`src/rtl/stopwatch_ext.sv`:
```
// stopwatch_ext: BCD mm:ss.cc stopwatch with up/down counting, preset load and pause.
// Defining STOPWATCH_LAP_EN adds the lap input and the lap_time/lap_valid capture outputs.
module stopwatch_ext #(
  parameter int TICK_DIV = 1,
  parameter int MAX_MIN  = 59
) (
  input  logic        CLK_100Hz,
  input  logic        reset,
  input  logic        start_stop,
  input  logic        clear,
  input  logic        down,
  input  logic        load,
  input  logic [15:0] preset,
`ifdef STOPWATCH_LAP_EN
  input  logic        lap,
  output logic [23:0] lap_time,
  output logic        lap_valid,
`endif
  output logic [3:0]  ms_d,
  output logic [3:0]  ms_g,
  output logic [3:0]  second_d,
  output logic [3:0]  second_g,
  output logic [3:0]  minute_d,
  output logic [3:0]  minute_g,
  output logic        running,
  output logic        done,
  output logic        wrap
);

  typedef enum logic [1:0] {IDLE, RUN, PAUSE, DONE} state_t;

  localparam logic [15:0] TICK_LAST = 16'(TICK_DIV - 1);
  localparam logic [3:0]  MAX_G     = 4'(MAX_MIN / 10);
  localparam logic [3:0]  MAX_D     = 4'(MAX_MIN % 10);

  state_t      state, state_next;
  logic [15:0] presc, presc_next;
  logic        dir, dir_next;
  logic        wrap_next;
  logic [3:0]  ms_d_next, ms_g_next, second_d_next, second_g_next, minute_d_next, minute_g_next;
  logic [3:0]  p_mg, p_md, p_sg, p_sd;
  logic        tick, time_zero;

  function automatic logic [3:0] clamp9(input logic [3:0] v);
    return (v > 4'd9) ? 4'd9 : v;
  endfunction

  assign tick      = (state == RUN) && (presc == TICK_LAST);
  assign time_zero = ({minute_g, minute_d, second_g, second_d, ms_g, ms_d} == 24'd0);
  assign running   = (state == RUN);
  assign done      = (state == DONE);

  always_comb begin
    state_next    = state;
    presc_next    = presc;
    dir_next      = dir;
    wrap_next     = 1'b0;
    ms_d_next     = ms_d;
    ms_g_next     = ms_g;
    second_d_next = second_d;
    second_g_next = second_g;
    minute_d_next = minute_d;
    minute_g_next = minute_g;

    // Preset digits are clamped per digit first, then the minute pair against MAX_MIN.
    p_mg = clamp9(preset[15:12]);
    p_md = clamp9(preset[11:8]);
    p_sg = (preset[7:4] > 4'd5) ? 4'd5 : preset[7:4];
    p_sd = clamp9(preset[3:0]);
    if ((p_mg > MAX_G) || ((p_mg == MAX_G) && (p_md > MAX_D))) begin
      p_mg = MAX_G;
      p_md = MAX_D;
    end

    if (clear) begin
      state_next    = IDLE;
      presc_next    = 16'd0;
      ms_d_next     = 4'd0;
      ms_g_next     = 4'd0;
      second_d_next = 4'd0;
      second_g_next = 4'd0;
      minute_d_next = 4'd0;
      minute_g_next = 4'd0;
    end else if (load && (state != RUN)) begin
      ms_d_next     = 4'd0;
      ms_g_next     = 4'd0;
      second_d_next = p_sd;
      second_g_next = p_sg;
      minute_d_next = p_md;
      minute_g_next = p_mg;
      if (state == DONE) state_next = IDLE;
    end else begin
      if (state == RUN) presc_next = tick ? 16'd0 : presc + 16'd1;

      if (tick && !dir) begin
        if (ms_d != 4'd9) ms_d_next = ms_d + 4'd1;
        else begin
          ms_d_next = 4'd0;
          if (ms_g != 4'd9) ms_g_next = ms_g + 4'd1;
          else begin
            ms_g_next = 4'd0;
            if (second_d != 4'd9) second_d_next = second_d + 4'd1;
            else begin
              second_d_next = 4'd0;
              if (second_g != 4'd5) second_g_next = second_g + 4'd1;
              else begin
                second_g_next = 4'd0;
                if ((minute_g == MAX_G) && (minute_d == MAX_D)) begin
                  minute_g_next = 4'd0;
                  minute_d_next = 4'd0;
                  wrap_next     = 1'b1;
                end else if (minute_d != 4'd9) minute_d_next = minute_d + 4'd1;
                else begin
                  minute_d_next = 4'd0;
                  minute_g_next = minute_g + 4'd1;
                end
              end
            end
          end
        end
      end else if (tick && dir) begin
        if (time_zero) state_next = DONE;
        else begin
          if (ms_d != 4'd0) ms_d_next = ms_d - 4'd1;
          else begin
            ms_d_next = 4'd9;
            if (ms_g != 4'd0) ms_g_next = ms_g - 4'd1;
            else begin
              ms_g_next = 4'd9;
              if (second_d != 4'd0) second_d_next = second_d - 4'd1;
              else begin
                second_d_next = 4'd9;
                if (second_g != 4'd0) second_g_next = second_g - 4'd1;
                else begin
                  second_g_next = 4'd5;
                  if (minute_d != 4'd0) minute_d_next = minute_d - 4'd1;
                  else begin
                    minute_d_next = 4'd9;
                    minute_g_next = minute_g - 4'd1;
                  end
                end
              end
            end
          end
          if ({minute_g_next, minute_d_next, second_g_next, second_d_next,
               ms_g_next, ms_d_next} == 24'd0) state_next = DONE;
        end
      end

      if (start_stop) begin
        case (state)
          IDLE: if (!(down && time_zero)) begin
            state_next = RUN;
            dir_next   = down;
            presc_next = 16'd0;
          end
          RUN:     if (state_next == RUN) state_next = PAUSE;
          PAUSE:   state_next = RUN;
          DONE:    state_next = IDLE;
          default: state_next = IDLE;
        endcase
      end
    end
  end

  always_ff @(posedge CLK_100Hz or posedge reset) begin
    if (reset) begin
      state    <= IDLE;
      presc    <= 16'd0;
      dir      <= 1'b0;
      wrap     <= 1'b0;
      ms_d     <= 4'd0;
      ms_g     <= 4'd0;
      second_d <= 4'd0;
      second_g <= 4'd0;
      minute_d <= 4'd0;
      minute_g <= 4'd0;
    end else begin
      state    <= state_next;
      presc    <= presc_next;
      dir      <= dir_next;
      wrap     <= wrap_next;
      ms_d     <= ms_d_next;
      ms_g     <= ms_g_next;
      second_d <= second_d_next;
      second_g <= second_g_next;
      minute_d <= minute_d_next;
      minute_g <= minute_g_next;
    end
  end

`ifdef STOPWATCH_LAP_EN
  // Capture uses the post-edge digits so a same-cycle tick is included.
  always_ff @(posedge CLK_100Hz or posedge reset) begin
    if (reset) begin
      lap_time  <= 24'd0;
      lap_valid <= 1'b0;
    end else if (clear) begin
      lap_time  <= 24'd0;
      lap_valid <= 1'b0;
    end else begin
      lap_valid <= lap && ((state == RUN) || (state == PAUSE));
      if (lap && ((state == RUN) || (state == PAUSE)))
        lap_time <= {minute_g_next, minute_d_next, second_g_next, second_d_next,
                     ms_g_next, ms_d_next};
    end
  end
`endif

endmodule

```
`config.mk`:
```
export PLATFORM = sky130hd
export DESIGN_NAME = stopwatch_ext
export DESIGN_NICKNAME = d
export VERILOG_FILES = /design/src/rtl/stopwatch_ext.sv
export SDC_FILE = /design/constraint.sdc
export NUM_CORES = 1
export LEC_CHECK = 0
export CAP_MARGIN = 20
export CORE_MARGIN = 5
export CORE_UTILIZATION = 50
export DETAILED_ROUTE_END_ITERATION = 10
export PLACE_DENSITY = 0.73
export SLEW_MARGIN = 10
export SYNTH_ARGS = -nofsm -noshare
export SYNTH_HDL_FRONTEND = slang
export SYNTH_SLANG_ARGS = --single-unit
```
`constraint.sdc`:
```
create_clock -name CLK_100Hz -period 5.3 [get_ports CLK_100Hz]
set_clock_uncertainty 0.1 [all_clocks]
set_input_delay 0.53 -clock CLK_100Hz [delete_from_list [all_inputs] [get_ports CLK_100Hz]]
set_output_delay 0.53 -clock CLK_100Hz [all_outputs]
set_load 0.05 [all_outputs]
```
# Word-level counts from Yosys, hierarchy flattened
# Index checks and enable logic that the tools add are counted.
# word_totals
elab_cells	215
input_bits	22
reg_bits	44
out_inout_bits	27
# op_classes
n_reduce_logical	26
n_eq_ne	21
magnitude_cmp	6
n_mux	136
addsub	13
bitwise_logic	3
# ops
operator	count
$mux W4	108
$mux W16	7
$logic_not A24 Y1	2
$ne A4 B4 Y1 const B	8
$add A4 B1 Y4 const B	6
$mux W2	12
$reduce_bool A4 Y1	6
$sub A4 B1 Y4 const B	6
$add A16 B1 Y16 const B	1
$gt A4 B4 Y1 const B	4
$logic_not A16 Y1	1
$reduce_and A5 Y1	2
$eq A4 B3 Y1 const B	2
$gt A4 B3 Y1 const B	2
$mux W1	8
$pmux W2 S4	1
$logic_and A1 B1 Y1	7
$reduce_and A7 Y1	1
$reduce_and A6 Y1	1
$ne A5 B5 Y1 const B	1
$eq A2 B1 Y1 const B	2
$eq A2 B2 Y1 const B	2
$eq A4 B4 Y1 const B	1
$ne A4 B2 Y1 const B	1
other kinds (11)	13

# Longest topological paths before layout
# Gate-level depths: netlist (run 1).
# logic_depth
depth_word	24
depth_mapped	11

# Least setup slack after synthesis (run 1)
# OpenSTA, ideal clock, no wires.
# synth_timing
path_type	reg-to-reg
from	register ms_d[1]
to	register minute_g[3]
setup_slack_ns	1.743
path_buffers	2
t_arrival_ns	3.389
period_less_slack_ns	3.557
setup_time_ns	0.068
stages_incl_launch_ff	11
path_cell_list	dfrtp_1 > inv_1 > ha_1 > or4b_1 > buf_2 > or4_4 > or3_1 > buf_2 > or4_1 > a21oi_1 > a22o_1
# synth_via
elab_chain_cells	12
word_cells_on_any_way	17
# synth_rtl
item	line	source
from (decl)	19	output logic [3:0] ms_d,
from (signal assigned)	183	ms_d <= ms_d_next;
$reduce_bool A4 Y1	124	if (ms_d != 4'd0) ms_d_next = ms_d - 4'd1;
$mux W4	124	
$mux W4	122	if (time_zero) state_next = DONE;
$mux W4	121	end else if (tick && dir) begin
$mux W4	95	if (tick && !dir) begin
$mux W4	84	end else if (load && (state != RUN)) begin
$mux W4	75	if (clear) begin
$mux W4	122	
$mux W4	121	
$mux W4	95	
$mux W4	84	
$mux W4	75	
to (signal assigned)	188	minute_g <= minute_g_next;
to (decl)	24	output logic [3:0] minute_g,
# Parallel ways exist; a longest one is shown, timed or not. The select of a mux whose other input is x is not followed.
# A chain may end at the register's enable or synchronous reset.

# Worst setup path in the final report (run 1)
# layout_timing
from	register second_g[0]
to	register second_d[2]
# layout_via
elab_chain_cells	3
# layout_rtl
item	line	source
from (decl)	22	output logic [3:0] second_g,
from (signal assigned)	186	second_g <= second_g_next;
$logic_not A24 Y1	49	assign time_zero = ({minute_g, minute_d, second_g, second_d, ms_g, ms_d} == 24'd0);
$ne A4 B2 Y1 (no line)	--	
$reduce_and A4 Y1 (no line)	--	
to (signal assigned)	185	second_d <= second_d_next;
to (decl)	21	output logic [3:0] second_d,
# No other way between the ends.

==> impl_metrics.ini, run 1 <==
[floorplanning]
die_area_mm2 = 0.00983
top_level_ports = 49
rows = 32
die_width_um = 99.1
core_region_area_mm2 = 0.00773
start_util_pct = 51.4
die-height_um = 99.1

[clock_network]
later_pin_clock_latency_in_the_skew_report_ps = 320
root_buffer_cell = sky130_fd_sc_hd__clkbuf_8
cts_buffer_depth = 2
cts.sinks = 44
cts_made_buffers = 5
cts.hold.buffers_added = 0
cts_post_setup_buffers_inserted = 0
ctsResizeCount = 0
htreeDepth = 2
tritoncts = yes
cts.clk_slew.worst_paths_ps = 100

[sta]
sum_of_negative_setup_slack_ps = 0
whs_ps = 439
rsz0062_at_grt = false
timing.final.hold_violations = 0
worst-slew-pin-transition_ps = 1120
layout_min_cycle_time_ps = 4010
period_share_pct = 75.7
slew_viol_final = 0
max_freq_mhz = 249
maxSlewHeadroom_pct = 25.0
report.final.setup_viol = 0

[logic_synthesis]
synth-seq-cells = 44
unique_masters_post_synth = 74
synth-async-reset-ratio_pct = 100
mappedNetlistArea_mm2 = 0.00397
syn-num-nets = 557
synth.avg_cell_area_um2 = 7.68
synth_seq_area_share_pct = 27.7
synth_enable_flop_cells = 0
synth_flop_cell = sky130_fd_sc_hd__dfrtp_1
yosys_warnings = 0
postSynthCellCount = 517

[finish]
layout-drive-gt1-share_pct = 4.91
multi_input_comb_area_mm2 = 0.00267
finalNetCount = 589
final_core_util_pct = 60.0
register_area_mm2 = 0.00110
flow.area_growth_from_synthesis_pct = 16.7
antenna_cells = 0
fillers = 705
fin_cells = 652
layout_commonest_cell = sky130_fd_sc_hd__nand2_1
post-route-cell-area_mm2 = 0.00464
layout.cells.most_common_list = sky130_fd_sc_hd__nand2_1, sky130_fd_sc_hd__clkdlybuf4s50_1, sky130_fd_sc_hd__dfrtp_1

[placed_design]
placement.cell_area_mm2 = 0.00451
io_buffers = 48
gp_congestion = 0.905
place_hpwl_um = 8820
placed_cells_incl_taps = 643

[route]
drt.antenna.violating_nets = 0
drc_violation_total_after_the_first_tritonroute_iteration = 484
wl_met3_um = 1040
drc_errors = 0
num_vias = 4281
finalWirelength_um = 12300
highest_layer = met4
routed_via_density = 6.57
dr.pass1.iters = 5
detailed_route_wirelength_on_metal2_um = 5400
routedLengthMet1_um = 5560
post_drt_wl_per_cell_um = 18.8

[grt]
via_count_of_the_first_global_routing_pass = 3857
gr-usage-all-layers_pct = 25.0
grt_pass1_wl_um = 20100
global_route.overflow_total = 0
maximum_number_of_pins_on_one_net_before_global_route_repair = 45
initial_antenna_violation_count = 0

[pwr]
internal_power_w = 0.000720
cellPowerDensity_mw_per_mm2 = 273
leakage_nw = 1.82
seqPwrFrac_pct = 33.3
part_of_the_total_power_dissipated_in_the_clock_network_pct = 22.7
vdd_drop_max_v = 0.000148
switchingPower_w = 0.000546
combinationalPowerShare_pct = 44.0
p_sw_share_pct = 43.1

[setup_path]
critical_path.max_fanout = 11
critPathArrivalTime_ps = 4150
critical_path_class = register to register
worstSetupEndpointType = register
cp-start-kind = register
worstPathRequired_ps = 5440

[flow_run]
max_cap_viol_count = 0

[run_status]
run_status = finished, final reports clean

[min_path]
min_path_type = register to register
-- cell usage after synthesis, types with 4 or more instances --
master	number	area [µm²]
sky130_fd_sc_hd__nor4_1	11	68.8
sky130_fd_sc_hd__clkbuf_1	26	97.6
sky130_fd_sc_hd__a31oi_1	16	100
sky130_fd_sc_hd__o41ai_1	8	70.1
sky130_fd_sc_hd__o2bb2ai_1	4	35.0
sky130_fd_sc_hd__o21ai_0	35	175
sky130_fd_sc_hd__dfrtp_1	44	1100
sky130_fd_sc_hd__o31ai_1	8	60.1
sky130_fd_sc_hd__nand2_1	51	191
sky130_fd_sc_hd__nand4_1	7	43.8
sky130_fd_sc_hd__or3_1	9	56.3
sky130_fd_sc_hd__a211oi_1	6	45.0
sky130_fd_sc_hd__and2_1	6	37.5
sky130_fd_sc_hd__nor4b_1	4	35.0
sky130_fd_sc_hd__xor2_1	4	35.0
sky130_fd_sc_hd__ha_1	18	225
sky130_fd_sc_hd__inv_1	24	90.1
sky130_fd_sc_hd__nor3_1	21	105
sky130_fd_sc_hd__mux2i_1	8	80.1
sky130_fd_sc_hd__nand3_1	33	165
sky130_fd_sc_hd__nand2b_1	7	43.8
sky130_fd_sc_hd__nor2_1	40	150
sky130_fd_sc_hd__and3_1	11	68.8
sky130_fd_sc_hd__o211ai_1	4	30.0
sky130_fd_sc_hd__nor3b_1	5	37.5
sky130_fd_sc_hd__nand3b_1	4	30.0
sky130_fd_sc_hd__a21oi_1	23	115
sky130_fd_sc_hd__xnor2_1	5	43.8
-- routing by layer --
metal	track usage, %	vias up
li1	-	2017
met1	37.0	2026
met2	37.4	218
met3	4.07	20
met4	7.67	0
met5	0	-
-- flip-flops by register name, indices dropped and copies added, names as in the netlist --
signal and flops:
state 2, ms_g 4, presc 16, second_g 4
dir 1, minute_g 4, second_d 4, ms_d 4
wrap 1, minute_d 4
-- power groups by stage --
stage | combinational (W) | clock, W | sequential (W)
after CTS | 0.000548 | 0.000293 | 0.000420
after global routing | 0.000605 | 0.000305 | 0.000430
after detailed placement | 0.000545 | 0 | 0.000427
after floorplan | 0.000330 | 0 | 0.000477
after global placement | 0.000541 | 0 | 0.000427
final | 0.000558 | 0.000287 | 0.000422
-- critical path, cell delays in order, from the launching register on --
cell and delay [ps]:
sky130_fd_sc_hd__dfrtp_1 510, sky130_fd_sc_hd__inv_1 190, sky130_fd_sc_hd__ha_1 310, sky130_fd_sc_hd__or3b_1 440, sky130_fd_sc_hd__nor4_1 880, sky130_fd_sc_hd__a21oi_1 320
sky130_fd_sc_hd__o31ai_1 880, sky130_fd_sc_hd__o21ai_0 190, sky130_fd_sc_hd__o21ai_0 110
-- cell families after synthesis --
kind of cell,share of synthesized area [%]
and+or+nand+nor,31.3
AOI/OAI and AO/OA,25.1
DFF,27.7
buffers and inverters,5.35
xor gates and xnor gates,1.98
muxes,2.87
adders and majority gates,5.67
-- per-stage QoR --
| step | total power (W) | setup slack (ps) |
|---|---|---|
| 5_1_grt | 0.00134 | 900 |
| 3_3_place_gp | 0.000968 | 1530 |
| 2_1_floorplan | 0.000807 | 1740 |
| 3_5_place_dp | 0.000972 | 1460 |
| 4_1_cts | 0.00126 | 1400 |
| 6_report | 0.00127 | 1290 |
-- worst paths after layout --
path,start,to,slack [ps],cells past startpoint
setup reg to reg,second_g[0],second_d[2],1290,8
min in group asynchronous,reset,ms_g[3],550,3
setup / recovery,second_g[0],second_d[2],1290,8
hold reg to reg,presc[12],presc[12],440,1
max in group asynchronous,reset,second_d[1],4130,3
hold / removal,presc[12],presc[12],440,1
-- final cells by class --
| class | instances | share of cell area (%) |
|---|---|---|
| clock inverters | 2 | 0.837 |
| flip-flops and latches | 44 | 23.8 |
| clock buffers | 6 | 1.78 |
| well taps | 102 | 2.75 |
| inverters | 25 | 2.02 |
| multi-input cells | 419 | 57.6 |
| repair buffers | 54 | 11.3 |
No activity file was read; power rests on OpenSTA's default activity.
==> run 2: changes to the inputs <==
==> constraint.sdc (replaced) <==
create_clock -name CLK_100Hz -period 4.15 [get_ports CLK_100Hz]
set_clock_uncertainty 0.1 [all_clocks]
set_input_delay 0.415 -clock CLK_100Hz [delete_from_list [all_inputs] [get_ports CLK_100Hz]]
set_output_delay 0.415 -clock CLK_100Hz [all_outputs]
set_load 0.05 [all_outputs]
==> run 2 against run 1 <==
Compared with the run above: sequential cell count is the same; count of clock-buffer cells in the layout shrank 1; global-route usage is 0.21 points lower; critical path depth stayed put; clock power increased by 23%.
==> impl_metrics.ini, run 2 (synthesis gave the netlist of run 1 again) <==
[run_status]
run_status = finished, final reports clean

[min_path]
worstHoldPathCells = 1
min_path_type = register to register
min_from = presc[12]

[clock_network]
cts.clk_slew.worst_paths_ps = 100
tritoncts = yes
later_pin_clock_latency_in_the_skew_report_ps = 310
cts_buffer_depth = 2
cts_made_buffers = 5
ctsResizeCount = 0
cts.hold.buffers_added = 0
cts_post_setup_buffers_inserted = 0
cts.sinks = 44
htreeDepth = 2
root_buffer_cell = sky130_fd_sc_hd__clkbuf_8

[route]
finalWirelength_um = 12200
wl_met3_um = 1170
drc_violation_total_after_the_first_tritonroute_iteration = 487
detailed_route_wirelength_on_metal2_um = 5400
post_drt_wl_per_cell_um = 18.6
routed_via_density = 6.62
drc_errors = 0
num_vias = 4340
dr.pass1.iters = 7
routedLengthMet1_um = 5220
highest_layer = met4
drt.antenna.violating_nets = 0

[finish]
flow.area_growth_from_synthesis_pct = 17.2
layout-drive-gt1-share_pct = 5.78
finalNetCount = 593
max_flop_register = presc
post-route-cell-area_mm2 = 0.00466
layout.cells.most_common_list = sky130_fd_sc_hd__nand2_1, sky130_fd_sc_hd__clkdlybuf4s50_1, sky130_fd_sc_hd__dfrtp_1
largest_register_ff_count = 16
fin_cells = 656
fillers = 706
antenna_cells = 0
layout_commonest_cell = sky130_fd_sc_hd__nand2_1

[grt]
gr-usage-all-layers_pct = 24.8
global_route.overflow_total = 0
maximum_number_of_pins_on_one_net_before_global_route_repair = 45
initial_antenna_violation_count = 0
via_count_of_the_first_global_routing_pass = 3955
grt_pass1_wl_um = 20200

[placed_design]
io_buffers = 48
placement.cell_area_mm2 = 0.00454
placed_cells_incl_taps = 648
place_hpwl_um = 9080
gp_congestion = 0.942

[floorplanning]
top_level_ports = 49
core_region_area_mm2 = 0.00773
die-height_um = 99.1
start_util_pct = 51.4
die_width_um = 99.1
rows = 32
die_area_mm2 = 0.00983

[setup_path]
worstPathRequired_ps = 4270
worstSetupEndpointType = register
critPathArrivalTime_ps = 3830
timing.rr.start = ms_d[1]
timing.critical_path.from = ms_d[1]
cp-start-kind = register
critical_path_class = register to register
critical_path.max_fanout = 9
r2r_cells = 8

[sta]
report.final.setup_viol = 0
maxSlewHeadroom_pct = 30.6
rsz0062_at_grt = false
layout_min_cycle_time_ps = 3710
timing.final.hold_violations = 0
sum_of_negative_setup_slack_ps = 0
period_share_pct = 89.4
max_freq_mhz = 270
worst-slew-pin-transition_ps = 1030
slew_viol_final = 0

[pwr]
leakage_nw = 1.83
cellPowerDensity_mw_per_mm2 = 346
vdd_drop_max_v = 0.000171

[flow_run]
max_cap_viol_count = 0
## run 2: worst max-delay path, stage by stage (launching register included)
cell and delay (ps):
sky130_fd_sc_hd__dfrtp_1 450, sky130_fd_sc_hd__inv_1 110, sky130_fd_sc_hd__ha_1 290, sky130_fd_sc_hd__or4b_1 620
sky130_fd_sc_hd__nor4_2 700, sky130_fd_sc_hd__a2111oi_0 370, sky130_fd_sc_hd__a311oi_2 720, sky130_fd_sc_hd__a21oi_1 170
sky130_fd_sc_hd__o31ai_1 90
## run 2: path summary, 6_finish.rpt
| check | slack (ps) | to |
|---|---|---|
| worst max-delay path | 440 | second_g[2] |
| worst min-delay path | 440 | presc[12] |
| worst max register to register | 440 | second_g[2] |
| worst min register to register | 440 | presc[12] |
| max in group asynchronous | 3070 | ms_d[2] |
| min in group asynchronous | 460 | dir |
## run 2: final cells by class
cell class	count	area [µm²]	share of cell area [%]
Multi-Input combinational cell	419	2660	57.2
Sequential cell	44	1100	23.6
Timing Repair Buffer	58	556	11.9
Tap cell	102	128	2.74
Inverter	25	93.8	2.02
Clock buffer	5	68.8	1.48
Clock inverter	3	46.3	0.994
## run 2: metrics by stage
stage	util (%)	hold WS [ps]	worst slack (ps)	power [W]
after floorplan	-	373	593	0.00103
after global placement	58.8	397	678	0.00124
after detailed placement	58.8	427	590	0.00125
after CTS	60.3	441	553	0.00161
after global routing	60.3	458	242	0.00171
final	60.3	442	442	0.00161
## run 2: report_power, final
group | internal (W) | leakage, nW | switching [W]
registers | 0.000459 | 0.596 | 0.0000811
logic | 0.000268 | 1.18 | 0.000449
clock network | 0.000182 | 0.0548 | 0.000172
total | 0.000909 | 1.83 | 0.000702
## run 2: layer usage
| layer | vias to the layer above | track usage, % |
|---|---|---|
| met5 | - | 0 |
| met4 | 0 | 9.77 |
| met3 | 33 | 5.12 |
| met2 | 236 | 37.9 |
| met1 | 2054 | 34.4 |
| li1 | 2017 | - |
==> run 3: changes to the inputs <==
--- a/config.mk
+++ b/config.mk
@@ -8,9 +8,10 @@
 export CAP_MARGIN = 20
 export CORE_MARGIN = 5
 export CORE_UTILIZATION = 50
+export CTS_CLUSTER_DIAMETER = 150
 export DETAILED_ROUTE_END_ITERATION = 10
 export PLACE_DENSITY = 0.73
-export SLEW_MARGIN = 10
+export SLEW_MARGIN = 40
 export SYNTH_ARGS = -nofsm -noshare
 export SYNTH_HDL_FRONTEND = slang
 export SYNTH_SLANG_ARGS = --single-unit
==> run 3 against run 2 <==
Compared with the run above: routed wire length increased by 0.34%; non-clock buffer count unchanged; die area did not move; global-route usage is 0.20 points higher; design area grew 0.13%; worst hold slack got worse by 9.8 ps; largest cell class unchanged; largest power group unchanged.
==> impl_metrics.ini, run 3 (synthesis gave the netlist of run 1 again) <==
[sta]
rsz0062_at_grt = false
worst-slew-pin-transition_ps = 828
max_freq_mhz = 276
layout_min_cycle_time_ps = 3620
sum_of_negative_setup_slack_ps = 0
maxSlewHeadroom_pct = 44.6
report.final.setup_viol = 0
timing.final.hold_violations = 0
period_share_pct = 87.2
slew_viol_final = 0

[clock_network]
later_pin_clock_latency_in_the_skew_report_ps = 320
ctsResizeCount = 0
htreeDepth = 2
cts.clk_slew.worst_paths_ps = 100
root_buffer_cell = sky130_fd_sc_hd__clkbuf_8
cts.sinks = 44
tritoncts = yes
cts.hold.buffers_added = 0
cts_buffer_depth = 2
cts_post_setup_buffers_inserted = 0
cts_made_buffers = 5

[grt]
grt_pass1_wl_um = 20300
maximum_number_of_pins_on_one_net_before_global_route_repair = 45
via_count_of_the_first_global_routing_pass = 3885
global_route.overflow_total = 0
gr-usage-all-layers_pct = 25.0
initial_antenna_violation_count = 0

[setup_path]
cp_slowest_cell = sky130_fd_sc_hd__nor4_2
cp_slowest_stage_delay_ps = 660
worstSetupEndpointType = register
critPathArrivalTime_ps = 3760
cp-start-kind = register
worstPathRequired_ps = 4280
crit_path_cell_trace = inv_1, ha_1, or4b_1, nor4_2, a31oi_1, nor2_1, a41oi_1, a31oi_1
worst_path_most_repeated_cell = sky130_fd_sc_hd__a31oi_1
critical_path.max_fanout = 10
critical_path_class = register to register

[route]
post_drt_wl_per_cell_um = 18.7
drc_violation_total_after_the_first_tritonroute_iteration = 470
routed_via_density = 6.48
drc_errors = 0
num_vias = 4249
finalWirelength_um = 12300
drt.antenna.violating_nets = 0
dr.pass1.iters = 5

[min_path]
min_path_type = register to register

[placed_design]
gp_congestion = 0.942
placement.cell_area_mm2 = 0.00455
place_hpwl_um = 9050
io_buffers = 48

[floorplanning]
die_width_um = 99.1
core_region_area_mm2 = 0.00773
top_level_ports = 49
start_util_pct = 51.4
rows = 32
die_area_mm2 = 0.00983
die-height_um = 99.1

[finish]
max_flop_register = presc
layout.cells.most_common_list = sky130_fd_sc_hd__nand2_1, sky130_fd_sc_hd__clkdlybuf4s50_1, sky130_fd_sc_hd__dfrtp_1
antenna_cells = 0
post-route-cell-area_mm2 = 0.00466
fillers = 698
largest_register_ff_count = 16
flow.area_growth_from_synthesis_pct = 17.4
layout_commonest_cell = sky130_fd_sc_hd__nand2_1
finalNetCount = 593
layout-drive-gt1-share_pct = 5.96

[pwr]
cellPowerDensity_mw_per_mm2 = 346
leakage_nw = 1.83
vdd_drop_max_v = 0.000178

[run_status]
run_status = finished, final reports clean

[flow_run]
max_cap_viol_count = 0
==> run 3: worst max-delay path, delay by kind of cell, from the launching register on <==
| kind | cells | cell delay [ps] |
|---|---|---|
| AND/OR/NAND/NOR | 3 | 1860 |
| AO/OA/AOI/OAI | 3 | 730 |
| flip-flops | 1 | 480 |
| adder cells (fa/ha/maj) | 1 | 280 |
| buffers and inverters | 1 | 90 |
==> run 3: cell type report <==
class                           count  area, µm²  area share, %
Clock buffer                        5       68.8           1.48
Clock inverter                      3       46.3          0.993
Inverter                           25       93.8           2.01
Multi-Input combinational cell    419       2670           57.3
Sequential cell                    44       1100           23.6
Tap cell                          102        128           2.74
Timing Repair Buffer               58        556           11.9
==> run 3: metrics by stage <==
stage / instances / util [%] / power (W) / setup WS [ps] / hold slack, ps
floorplan: 517 / - / 0.00103 / 593 / 373
global placement: 648 / 58.8 / 0.00124 / 678 / 397
detailed placement: 648 / 58.8 / 0.00125 / 584 / 427
CTS: 656 / 60.3 / 0.00161 / 585 / 427
global route: 656 / 60.3 / 0.00171 / 222 / 461
finish: 656 / 60.3 / 0.00161 / 530 / 432
==> run 3: final timing paths <==
kind                            startpoint  slack, ps           to  cells after the start
worst max-delay path               ms_d[0]        530     presc[3]                      8
worst min-delay path             presc[15]        430    presc[15]                      1
worst max register to register     ms_d[0]        530     presc[3]                      8
worst min register to register   presc[15]        430    presc[15]                      1
max in group asynchronous            reset       3070  second_d[0]                      3
min in group asynchronous            reset        460    presc[15]                      3
==> run 3: layer usage <==
metal / up-vias / track usage, % / share of wire [%]
met4: 0 / 7.77 / 2.3
met5: - / 0 / 0
met1: 2020 / 36.4 / 44
li1: 2014 / - / -
met3: 26 / 3.72 / 7.6
met2: 189 / 38.2 / 46
==> run 3: power by group <==
group          internal, W  switching, W  total [W]
combinational     0.000268      0.000448   0.000717
clock             0.000182      0.000175   0.000357
sequential        0.000459     0.0000816   0.000541
total             0.000909      0.000705    0.00161
